**src/rtl/adder_share_arbiter.sv**
```systemverilog
// Shares one external 4-bit adder between NUM_REQ requesters: round-robin grant,
// one operation in flight, result returned over a valid/ready channel.
// Optional ADDER_SHARE_STATS_EN adds saturating grant_cnt / busy_cnt outputs.
module adder_share_arbiter #(
    parameter int NUM_REQ   = 4,
    parameter int ID_W      = 2,
    parameter int ADDER_LAT = 1
) (
    input  logic                 clk,
    input  logic                 rst,
    input  logic [NUM_REQ-1:0]   req_valid,
    input  logic [4*NUM_REQ-1:0] req_a,
    input  logic [4*NUM_REQ-1:0] req_b,
    output logic [NUM_REQ-1:0]   req_ready,
    output logic [3:0]           add_a,
    output logic [3:0]           add_b,
    input  logic [3:0]           add_sum,
    input  logic                 add_cout,
    output logic                 rsp_valid,
    input  logic                 rsp_ready,
    output logic [ID_W-1:0]      rsp_id,
    output logic [3:0]           rsp_sum,
    output logic                 rsp_cout
`ifdef ADDER_SHARE_STATS_EN
    ,
    output logic [15:0]          grant_cnt,
    output logic [15:0]          busy_cnt
`endif
);

    localparam int CNT_W = (ADDER_LAT < 1) ? 1 : $clog2(ADDER_LAT + 1);

    typedef enum logic [1:0] {
        IDLE = 2'd0,
        BUSY = 2'd1,
        RESP = 2'd2
    } state_t;

    state_t           state_q, state_d;
    logic [ID_W-1:0]  rr_ptr_q, rr_ptr_d;
    logic [CNT_W-1:0] cnt_q, cnt_d;
    logic [3:0]       opa_q, opa_d;
    logic [3:0]       opb_q, opb_d;
    logic [ID_W-1:0]  id_q, id_d;
    logic             rsp_valid_q, rsp_valid_d;
    logic [ID_W-1:0]  rsp_id_q, rsp_id_d;
    logic [3:0]       rsp_sum_q, rsp_sum_d;
    logic             rsp_cout_q, rsp_cout_d;

    // Rotate the valid vector so bit k is requester (rr_ptr + k) mod NUM_REQ;
    // the lowest set bit is then the round-robin winner.
    logic [2*NUM_REQ-1:0] vv;
    logic [NUM_REQ-1:0]   rot;
    logic [ID_W-1:0]      off;
    logic [ID_W:0]        idx_sum;
    logic [ID_W-1:0]      grant_idx;
    logic                 grant_vld;
    logic [NUM_REQ-1:0]   grant_oh;

    assign vv  = {req_valid, req_valid} >> rr_ptr_q;
    assign rot = vv[NUM_REQ-1:0];

    always_comb begin
        off = '0;
        for (int k = NUM_REQ - 1; k >= 0; k--) begin
            if (rot[k]) off = ID_W'(k);
        end
    end

    assign grant_vld = |rot;
    assign idx_sum   = {1'b0, rr_ptr_q} + {1'b0, off};
    assign grant_idx = (idx_sum >= (ID_W+1)'(NUM_REQ))
                       ? ID_W'(idx_sum - (ID_W+1)'(NUM_REQ))
                       : ID_W'(idx_sum);
    assign grant_oh  = NUM_REQ'(1) << grant_idx;

    // Grant is offered combinationally, only while idle and out of reset.
    assign req_ready = (state_q == IDLE && !rst && grant_vld) ? grant_oh : '0;

    assign add_a = (state_q == BUSY) ? opa_q : 4'd0;
    assign add_b = (state_q == BUSY) ? opb_q : 4'd0;

    always_comb begin
        state_d     = state_q;
        rr_ptr_d    = rr_ptr_q;
        cnt_d       = cnt_q;
        opa_d       = opa_q;
        opb_d       = opb_q;
        id_d        = id_q;
        rsp_valid_d = rsp_valid_q;
        rsp_id_d    = rsp_id_q;
        rsp_sum_d   = rsp_sum_q;
        rsp_cout_d  = rsp_cout_q;
        unique case (state_q)
            IDLE: begin
                if (grant_vld) begin
                    opa_d   = req_a[4*grant_idx +: 4];
                    opb_d   = req_b[4*grant_idx +: 4];
                    id_d    = grant_idx;
                    cnt_d   = CNT_W'(ADDER_LAT);
                    state_d = BUSY;
                end
            end
            BUSY: begin
                if (cnt_q == '0) begin
                    rsp_valid_d = 1'b1;
                    rsp_id_d    = id_q;
                    rsp_sum_d   = add_sum;
                    rsp_cout_d  = add_cout;
                    state_d     = RESP;
                end else begin
                    cnt_d = cnt_q - 1'b1;
                end
            end
            RESP: begin
                if (rsp_ready) begin
                    rsp_valid_d = 1'b0;
                    rr_ptr_d    = (rsp_id_q == ID_W'(NUM_REQ - 1)) ? '0
                                  : ID_W'(rsp_id_q + 1'b1);
                    state_d     = IDLE;
                end
            end
            default: state_d = IDLE;
        endcase
    end

    always_ff @(posedge clk) begin
        if (rst) begin
            state_q     <= IDLE;
            rr_ptr_q    <= '0;
            cnt_q       <= '0;
            opa_q       <= '0;
            opb_q       <= '0;
            id_q        <= '0;
            rsp_valid_q <= 1'b0;
            rsp_id_q    <= '0;
            rsp_sum_q   <= '0;
            rsp_cout_q  <= 1'b0;
        end else begin
            state_q     <= state_d;
            rr_ptr_q    <= rr_ptr_d;
            cnt_q       <= cnt_d;
            opa_q       <= opa_d;
            opb_q       <= opb_d;
            id_q        <= id_d;
            rsp_valid_q <= rsp_valid_d;
            rsp_id_q    <= rsp_id_d;
            rsp_sum_q   <= rsp_sum_d;
            rsp_cout_q  <= rsp_cout_d;
        end
    end

    assign rsp_valid = rsp_valid_q;
    assign rsp_id    = rsp_id_q;
    assign rsp_sum   = rsp_sum_q;
    assign rsp_cout  = rsp_cout_q;

`ifdef ADDER_SHARE_STATS_EN
    logic [15:0] grant_cnt_q, busy_cnt_q;

    always_ff @(posedge clk) begin
        if (rst) begin
            grant_cnt_q <= '0;
            busy_cnt_q  <= '0;
        end else begin
            if (|(req_valid & req_ready) && grant_cnt_q != 16'hFFFF)
                grant_cnt_q <= grant_cnt_q + 16'd1;
            if (state_q != IDLE && busy_cnt_q != 16'hFFFF)
                busy_cnt_q <= busy_cnt_q + 16'd1;
        end
    end

    assign grant_cnt = grant_cnt_q;
    assign busy_cnt  = busy_cnt_q;
`endif

endmodule
```
**config.mk**
```make
export PLATFORM = sky130hd
export DESIGN_NAME = adder_share_arbiter
export DESIGN_NICKNAME = d
export VERILOG_FILES = /design/src/rtl/adder_share_arbiter.sv
export SDC_FILE = /design/constraint.sdc
export NUM_CORES = 1
export LEC_CHECK = 0
export ABC_CLOCK_PERIOD_IN_PS = 3600
export BUFFER_PORTS_ARGS = -buffer_cell sky130_fd_sc_hd__buf_2
export CAP_MARGIN = 40
export CORE_AREA = 2 2 68 70
export CTS_CLUSTER_DIAMETER = 150
export DETAILED_ROUTE_END_ITERATION = 10
export DIE_AREA = 0 0 70 72
export PLACE_DENSITY = 0.68
export SLEW_MARGIN = 40
export SYNTH_ARGS = -nofsm -noshare
export SYNTH_HDL_FRONTEND = slang
export SYNTH_SLANG_ARGS = --single-unit
```
**constraint.sdc**
```tcl
create_clock -name clk -period 3.6 [get_ports clk]
set_clock_uncertainty 0.05 [all_clocks]
set_input_delay 0 -clock clk [delete_from_list [all_inputs] [get_ports clk]]
set_output_delay 0 -clock clk [all_outputs]
set_load 0.02 [all_outputs]
```
Word level (Yosys, flattened, before mapping)
Cells that the tools add are included.
Storage, ports and cells
  output and inout bits: 20
  flip-flop bits (word level): 23
  word-level logic and storage cells: 58
Operators by class
  mux-type cells: 19
  bitwise logic cells: 1
  magnitude comparators: 1
  equal/unequal tests: 6
  add/sub/neg operators: 4
  reduce and logical (&&, ||, !) cells: 13
  shift operators: 4
Operators by type and width (count)
  variable part select 16 x 5 -> 4 bit: 2
  two-way mux 2 bit: 9
  two-way mux 4 bit: 3
  AND reduction 2 bit: 4
  >> shifter 8 x 2 -> 4 bit: 1
  != test 2 bit (second input constant): 3
  one-hot mux 2 bit (3 select lines): 1
  AND reduction 3 bit: 2
  equality test 2 bit (second input constant): 2
  two-way mux 1 bit: 4
  one-hot mux 1 bit (2 select lines): 2
  nonzero test 2 bit: 2
  OR reduction 4 bit: 1
  left shift 1 x 2 -> 4 bit (first input constant): 1
  adder 2 x 2 -> 3 bit: 1
  greater-or-equal comparator 3 bit (second input constant): 1
  adder 2 x 1 -> 2 bit (second input constant): 1
  equality test 2 x 1 -> 1 bit (second input constant): 1
  logical AND 1 bit: 2
  zero test 2 bit: 1
  subtractor 2 x 1 -> 2 bit (second input constant): 1
  zero test 1 bit: 1
  inverter 1 bit: 1
  subtractor 1 bit (second input constant): 1

Logic depth before layout (Yosys ltp)
Gate-level depths: netlist of run 1.
  depth in word-level cells: 10
  mapped depth: 11
  depth with buffers taken out: 10

Least setup slack after synthesis of run 1
OpenSTA, ideal clock, no wires.
  path kind: register -> output
  from: register rr_ptr_q[0]
  to: output req_ready[0]
  buffers on the path: 2
  stages on the path, launching flop included: 9
  arrival time: 2.606 ns
  setup slack: 0.944 ns
  cell sequence: dfxtp_1 buf_6 or4_2 o2111ai_1 ha_1 xor2_2 buf_6 xnor2_2 nor3b_1
Between the ends
  word-level cells in the longest chain between the ends: 10
Ends and longest elaborated chain
  start: declaration: RTL line 40  | logic [ID_W-1:0] rr_ptr_q, rr_ptr_d;
  start signal: assignment: RTL line 141  | rr_ptr_q <= rr_ptr_d;
  >> shifter 8 x 2 -> 4 bit: RTL line 60  | assign vv = {req_valid, req_valid} >> rr_ptr_q;
  two-way mux 2 bit (4 in a row): RTL line 66  | if (rot[k]) off = ID_W'(k);
  adder 2 x 2 -> 3 bit: RTL line 71  | assign idx_sum = {1'b0, rr_ptr_q} + {1'b0, off};
  greater-or-equal comparator 3 bit or subtractor 2 x 1 -> 2 bit (tied branches): RTL line 72, 73
  two-way mux 2 bit: RTL line 73  | ? ID_W'(idx_sum - (ID_W+1)'(NUM_REQ))
  left shift 1 x 2 -> 4 bit: RTL line 75  | assign grant_oh = NUM_REQ'(1) << grant_idx;
  two-way mux 4 bit *: RTL line 78  | assign req_ready = (state_q == IDLE && !rst && grant_vld) ? grant_oh : '0;
  end: declaration: RTL line 14  | output logic [NUM_REQ-1:0] req_ready,
Mark *: on every way between the ends. The rest lies on a longest branch, timed or not.

Worst setup path in the final report of run 1
Same ends and word-level chain as after synthesis.

==> results of run 1 <==
-- metal layers --
metal	up-vias	share of wire (%)	global-route usage (%)
li1	800	-	-
met3	4	2.9	2.083
met5	-	0	0
met1	724	48	20.77
met4	0	1.0	4.487
met2	27	48	25.82
-- kinds of logic after synthesis --
logic type / count (synthesis) / share of synthesized area, %
flops: 23 / 28.05
fa+ha+maj: 2 / 1.524
simple gates: 83 / 25.46
buf+inv: 16 / 6.935
xor+xnor: 4 / 4.650
compound gates: 35 / 13.26
mux: 33 / 20.12
-- through the flow --
| stage | area (µm²) | util (%) | std cells | hold slack, ns | power, mW |
|---|---|---|---|---|---|
| 3_3_place_gp | 1931 | 45.28 | 299 | 0.1813 | 0.5425 |
| 2_1_floorplan | 1642 | - | 196 | 0.09721 | 0.4856 |
| 5_1_grt | 2048 | 48.03 | 310 | 0.06359 | 0.7503 |
| 4_1_cts | 2041 | 47.86 | 309 | 0.05420 | 0.7076 |
| 3_5_place_dp | 1936 | 45.39 | 299 | 0.1976 | 0.5462 |
| 6_report | 2048 | 48.03 | 310 | 0.04980 | 0.7080 |
-- power by group through the flow --
stage,registers [mW],clock network [mW],logic (mW)
3_5_place_dp,0.309,0,0.237
6_report,0.304,0.161,0.243
2_1_floorplan,0.311,0,0.175
4_1_cts,0.303,0.161,0.243
3_3_place_gp,0.308,0,0.234
5_1_grt,0.308,0.173,0.270
-- critical path: stages, from the launching register on --
cell       delay (ns)
dfxtp_1          0.42
or4_2            0.69
o2111ai_1        0.11
ha_2             0.29
xor2_2           0.13
buf_4            0.24
xnor2_2          0.10
nor3b_1          0.25
buf_2            0.21
-- worst min-delay path by stage --
stage,endpoint,slack (ns),cells past startpoint
floorplan,rsp_cout,0.1,2
global placement,rsp_sum[1],0.18,3
detailed placement,rsp_sum[2],0.20,3
CTS,rsp_id[1],0.05,2
global route,rr_ptr_q[1],0.06,2
finish,rsp_sum[2],0.05,2
-- synth_stat cells --
master / count / area share [%]
o32ai_1: 2 / 1.1
a31oi_1: 1 / 0.38
o21ai_1: 9 / 2.7
mux2i_1: 33 / 20
and2_1: 8 / 3.0
nor4_4: 2 / 2.6
nor3_1: 6 / 1.8
inv_1: 2 / 0.46
o2111ai_1: 1 / 0.53
xnor2_2: 2 / 2.0
nor2b_1: 1 / 0.38
and3_2: 1 / 0.46
a21o_1: 8 / 3.7
buf_6: 4 / 2.7
ha_1: 2 / 1.5
xor2_2: 1 / 0.99
nor2_2: 1 / 0.38
a22o_1: 1 / 0.53
dfxtp_1: 23 / 28
and2b_1: 1 / 0.46
nand2b_1: 1 / 0.38
or2b_1: 1 / 0.46
o211ai_1: 1 / 0.46
nor2_1: 54 / 12
nor3b_1: 3 / 1.4
or4_2: 1 / 0.53
a32oi_1: 1 / 0.53
buf_4: 3 / 1.4
clkbuf_8: 1 / 0.84
clkbuf_1: 4 / 0.91
buf_2: 2 / 0.61
and3_1: 2 / 0.76
nand3b_1: 1 / 0.46
xnor2_4: 1 / 1.7
a21oi_1: 3 / 0.91
o21ai_0: 8 / 2.4
-- final cells by class --
cell class / count / share of cell area, %
multi-input cells: 157 / 52.35
flip-flops and latches: 23 / 22.48
repair buffers: 72 / 19.43
well taps: 52 / 3.177
clock buffers: 4 / 2.199
inverters: 2 / 0.3665
-- repair_timing --
item	in CTS	in global routing
hold buffers	6	0
resized for setup	0	0
hold endpoints to repair	6	0
-- sequential cells by signal, summed over array words and instances, names as in the netlist --
| signal | count |
|---|---|
| opa_q | 4 |
| id_q | 2 |
| rsp_valid | 1 |
| rr_ptr_q | 2 |
| cnt_q | 1 |
| opb_q | 4 |
| rsp_id | 2 |
| state_q | 2 |
| rsp_sum | 4 |
| rsp_cout | 1 |
==> results_dict.tcl, run 1 <==
set metrics [dict create \
    run_status "finished clean" \
    hold_viol_final 0 \
    yosysSeqAreaShare_pct 28.05 \
    arrival_ns 2.71 \
    critical_path_required_ns 3.55 \
    viasPerCell 5.016 \
    grt_pass1_vias 1389 \
    n_fill_cell 427 \
    nNetsFinal 305 \
    rsz0062_at_grt "false" \
    die_w_um 70 \
    slew_headroom_pct 62.72 \
    regArea_um2 460.4 \
    multi_input_area_um2 1072 \
    comb_power_share_pct 34.3 \
    ir_worst_vdd_mv 0.1370 \
    die_h_um 72 \
    clkPwrFrac_pct 22.8 \
    cap_violations 0 \
    synth.distinct_cells 36 \
    rows 24 \
    finalCritPeriodShare_pct 76.57 \
    startpoint_type "flop" \
    fin_crit_ns 2.757 \
    cp_max_fo 17 \
    fin_tns_setup_ns 0 \
    min_path_type "in2reg" \
    final_common_cell "buf_2" \
    gp_congestion 0.7634 \
    fp.dieArea_um2 5040 \
    cts.sinks 23 \
    cts_tree "yes" \
    rr_worst_depth 8 \
    syn_inst 196 \
    grt_max_degree 22 \
    setup_slack_ns 0.8435 \
    coreArea_um2 4264 \
    fmax_mhz 362.8 \
    p_int_uw 474.1 \
    final_antenna_net_count 0 \
    initial_core_util_pct 38.50 \
    place_ws_ns 0.8312 \
    drt_iter0_drc 111 \
    rrSetupSlack_ns 0.85 \
    cts_setup_buffers 0 \
    numPortBuffers 63 \
    grt_usage_pct 15.38 \
    crit_path_end_kind "output pin" \
    antenna_found_initial 0 \
    leakage_nw 1.054 \
    avgSynthCellArea_um2 8.375 \
    insertion_delay_ns 0.26 \
    p_sw_share_pct 33.04 \
    startpoint "rr_ptr_q[0]" \
    synth_warnings 0 \
    grt_pass1_wl_um 6361 \
    cts.path.max_buffers 2 \
    seqPwrFrac_pct 42.9 \
    hp-start "rst" \
    numCtsBuffers 3 \
    dr.pass1.iters 4 \
    setup_viol 0 \
    cts-root-buf "clkbuf_8" \
    worstMarginPinSlew_ns 0.5567 \
    dp_hpwl_um 2835 \
    syn-cell-area_um2 1642 \
    drive_above_1_share_pct 31.01 \
    syn_to_final_growth_pct 24.77 \
    gr-total-overflow 0 \
    via_count 1555 \
    routed_wirelength_um 3947 \
    timing.rr.start "rr_ptr_q[0]" \
    ys_seq_elements 23 \
    worstSetupEndpoint "req_ready[0]" \
    synth.net_count 242 \
    wl_per_cell_um 12.73 \
    p_per_area_nw_per_um2 345.7 \
    ios 64 \
    drc 0 \
    path_clk_slew_ns 0.08 \
    cts_max_level 1 \
    critical_path_class "reg2out" \
    r2r-end "opb_q[0]" \
    p_sw_uw 233.9 \
    drv_slew 0 \
    layout_common_cells "63 x buf_2, 54 x nor2_1, 33 x mux2i_1" \
    num_antenna_cells 0 \
]
No activity file was read; power rests on OpenSTA's default activity.
==> run 2: changes to the inputs <==
- ABC_AREA: not set -> 1
- ABC_CLOCK_PERIOD_IN_PS: 3600 -> 2450
- CORE_AREA: 2 2 68 70 -> 2 2 65 67
- DIE_AREA: 0 0 70 72 -> 0 0 67 69
- PLACE_DENSITY: 0.68 -> 0.72
- clock period: 3.6 -> 2.45 ns (I/O delays scaled with it)
==> run 2 against run 1 <==
Compared with the run above: synthesized cell count is 10% higher; highest routed layer unchanged; core utilization up 4.3 points; clock power grew 47%; design area unchanged; critical path type unchanged; via count up 1.2%.
==> results_dict.tcl, run 2 <==
set metrics [dict create \
    drt_iter0_drc 65 \
    synth_ff_type "dfxtp_1" \
    cts_setup_buffers 0 \
    via_count 1573 \
    ios 64 \
    avgSynthCellArea_um2 6.934 \
    critical_path_required_ns 2.40 \
    grt_max_degree 18 \
    cap_violations 0 \
    p_int_uw 745.4 \
    r2r-end "rsp_cout" \
    final_area_um2 2048 \
    viasPerCell 4.626 \
    synth_edf_count 0 \
    final_antenna_net_count 0 \
    min_path_type "in2reg" \
    numPortBuffers 63 \
    path_clk_slew_ns 0.08 \
    p_sw_uw 496.4 \
    cts.path.max_buffers 2 \
    run_status "finished clean" \
    rr_worst_depth 7 \
    n_fill_cell 410 \
    critical_path_class "reg2out" \
    grt_pass1_wl_um 6341 \
    crit_path_end_kind "output pin" \
    yosysSeqAreaShare_pct 30.74 \
    routed_wirelength_um 3788 \
    fin_crit_ns 2.280 \
    worstSetupEndpoint "req_ready[3]" \
    rsz0062_at_grt "false" \
    grt_usage_pct 16.95 \
    gp_congestion 0.8336 \
    startpoint_type "flop" \
    clkPwrFrac_pct 19.0 \
    synth.net_count 262 \
    synth.distinct_cells 28 \
    final_common_cell "buf_2" \
    syn_inst 216 \
    yosysMostFrequentCell "nand2_1" \
    initial_core_util_pct 38.27 \
    drive_above_1_share_pct 36.21 \
    rrSetupSlack_ns 0.26 \
    slew_headroom_pct 71.76 \
    syn-cell-area_um2 1498 \
    gr-total-overflow 0 \
    die_h_um 69 \
    p_sw_share_pct 39.98 \
    synth_warnings 0 \
    numCtsBuffers 3 \
    nNetsFinal 337 \
    finalCritPeriodShare_pct 93.07 \
    layout_common_cells "63 x buf_2, 62 x nand2_1, 35 x nand3_1" \
    setup_slack_ns 0.1698 \
    drc 0 \
    grt_pass1_vias 1453 \
    timing.rr.start "state_q[1]" \
    netlist.area_leader.share_pct 30.74 \
    ir_worst_vdd_mv 0.3432 \
    num_antenna_cells 0 \
    fp.dieArea_um2 4623 \
    cts_max_level 1 \
    coreArea_um2 3914 \
    fmax_mhz 438.6 \
    place_ws_ns 0.1583 \
    seqPwrFrac_pct 37.9 \
    hold_viol_final 0 \
    synth_common_cells "64 x nand2_1, 35 x nand3_1, 23 x dfxtp_1" \
    wl_per_cell_um 11.14 \
    dr.pass1.iters 4 \
    die_w_um 67 \
    syn_to_final_growth_pct 36.76 \
    setup_viol 0 \
    postSynth.asyncResetShare_pct 0 \
    worstMarginPinSlew_ns 0.4231 \
    startpoint "rr_ptr_q[0]" \
    cts_tree "yes" \
    drv_slew 0 \
    final_util_pct 52.33 \
    p_per_area_nw_per_um2 606.3 \
    yosysTopAreaCell "dfxtp_1" \
    arrival_ns 2.23 \
    fin_tns_setup_ns 0 \
    dpl_cell_area_um2 1832 \
    insertion_delay_ns 0.26 \
    comb_power_share_pct 43.1 \
    leakage_nw 1.042 \
    antenna_found_initial 0 \
    cts.sinks 23 \
    synthTopCellsByArea "dfxtp_1 31%, nand2_1 16%, nand3_1 12%" \
    ys_seq_elements 23 \
    rows 23 \
    dp_hpwl_um 2801 \
    cp_max_fo 11 \
    cts-root-buf "clkbuf_8" \
]
-- run 2: metrics by stage --
step                hold slack [ns]  total power [mW]  std cells
finish                      0.04017             1.242        340
global route                0.07086             1.329        340
CTS                         0.04274             1.235        340
detailed placement           0.2367            0.9753        323
global placement             0.2276            0.9700        323
floorplan                   0.05346            0.8591        216
-- run 2: cells by family after synthesis --
family | after synthesis | synth area share, %
buffers and inverters | 28 | 8.939
adders and majority gates | 2 | 1.671
muxes | 4 | 2.673
and+or+nand+nor | 142 | 49.71
xor gates and xnor gates | 1 | 0.5849
DFF | 23 | 30.74
AOI/OAI and AO/OA | 16 | 5.681
-- run 2: final cells by class --
| class | count | area [µm²] | area share, % |
|---|---|---|---|
| clock buffer | 3 | 41.29 | 2.016 |
| tap | 50 | 62.56 | 3.054 |
| inverter | 20 | 75.07 | 3.665 |
| clock inverter | 1 | 5.005 | 0.2443 |
| sequential | 23 | 465.4 | 22.72 |
| timing repair buffer | 78 | 460.4 | 22.48 |
| multi-input combinational | 165 | 938.4 | 45.82 |
-- run 2: critical path, cell delays in order, from the launching register on --
cell      delay (ns)
dfxtp_4         0.38
inv_2           0.07
nand2_1         0.07
nand3_1         0.08
nand2_2         0.11
nand3_1         0.07
a21boi_1        0.14
ha_2            0.24
xor2_4          0.20
inv_2           0.06
nand3_4         0.13
nand2_8         0.12
nand2_4         0.09
nor2_2          0.03
buf_2           0.16
-- run 2: worst min path at each step --
stage	end	startpoint	slack, ns	cells past startpoint
6_report	opa_q[2]	req_a[10]	0.04	5
5_1_grt	opa_q[0]	req_a[8]	0.07	5
4_1_cts	opa_q[0]	req_a[0]	0.04	5
3_5_place_dp	rsp_sum[3]	add_sum[3]	0.24	3
3_3_place_gp	rsp_cout	add_cout	0.23	3
2_1_floorplan	cnt_q	rst	0.05	1
-- run 2: what timing repair did --
item,CTS,global route
setup endpoints to repair,4,16
gates cloned,0,0
pin swaps,0,2
endpoints found under the hold margin,9,0
resized for setup,2,8
hold buffers,13,0
-- run 2: power by group through the flow --
| stage | registers (mW) | clock network, mW | logic [mW] |
|---|---|---|---|
| after floorplan | 0.486 | 0 | 0.373 |
| after global placement | 0.476 | 0 | 0.494 |
| after detailed placement | 0.476 | 0 | 0.499 |
| after CTS | 0.469 | 0.241 | 0.525 |
| after global routing | 0.478 | 0.253 | 0.598 |
| final | 0.470 | 0.236 | 0.535 |
-- run 2: layer usage --
metal | vias up | GRT usage [%] | wire, µm
li1 | 854 | - | -
met1 | 682 | 22.65 | 1754
met2 | 35 | 28.49 | 1846
met3 | 2 | 2.284 | 163
met4 | 0 | 3.855 | 23
met5 | - | 0 | 0
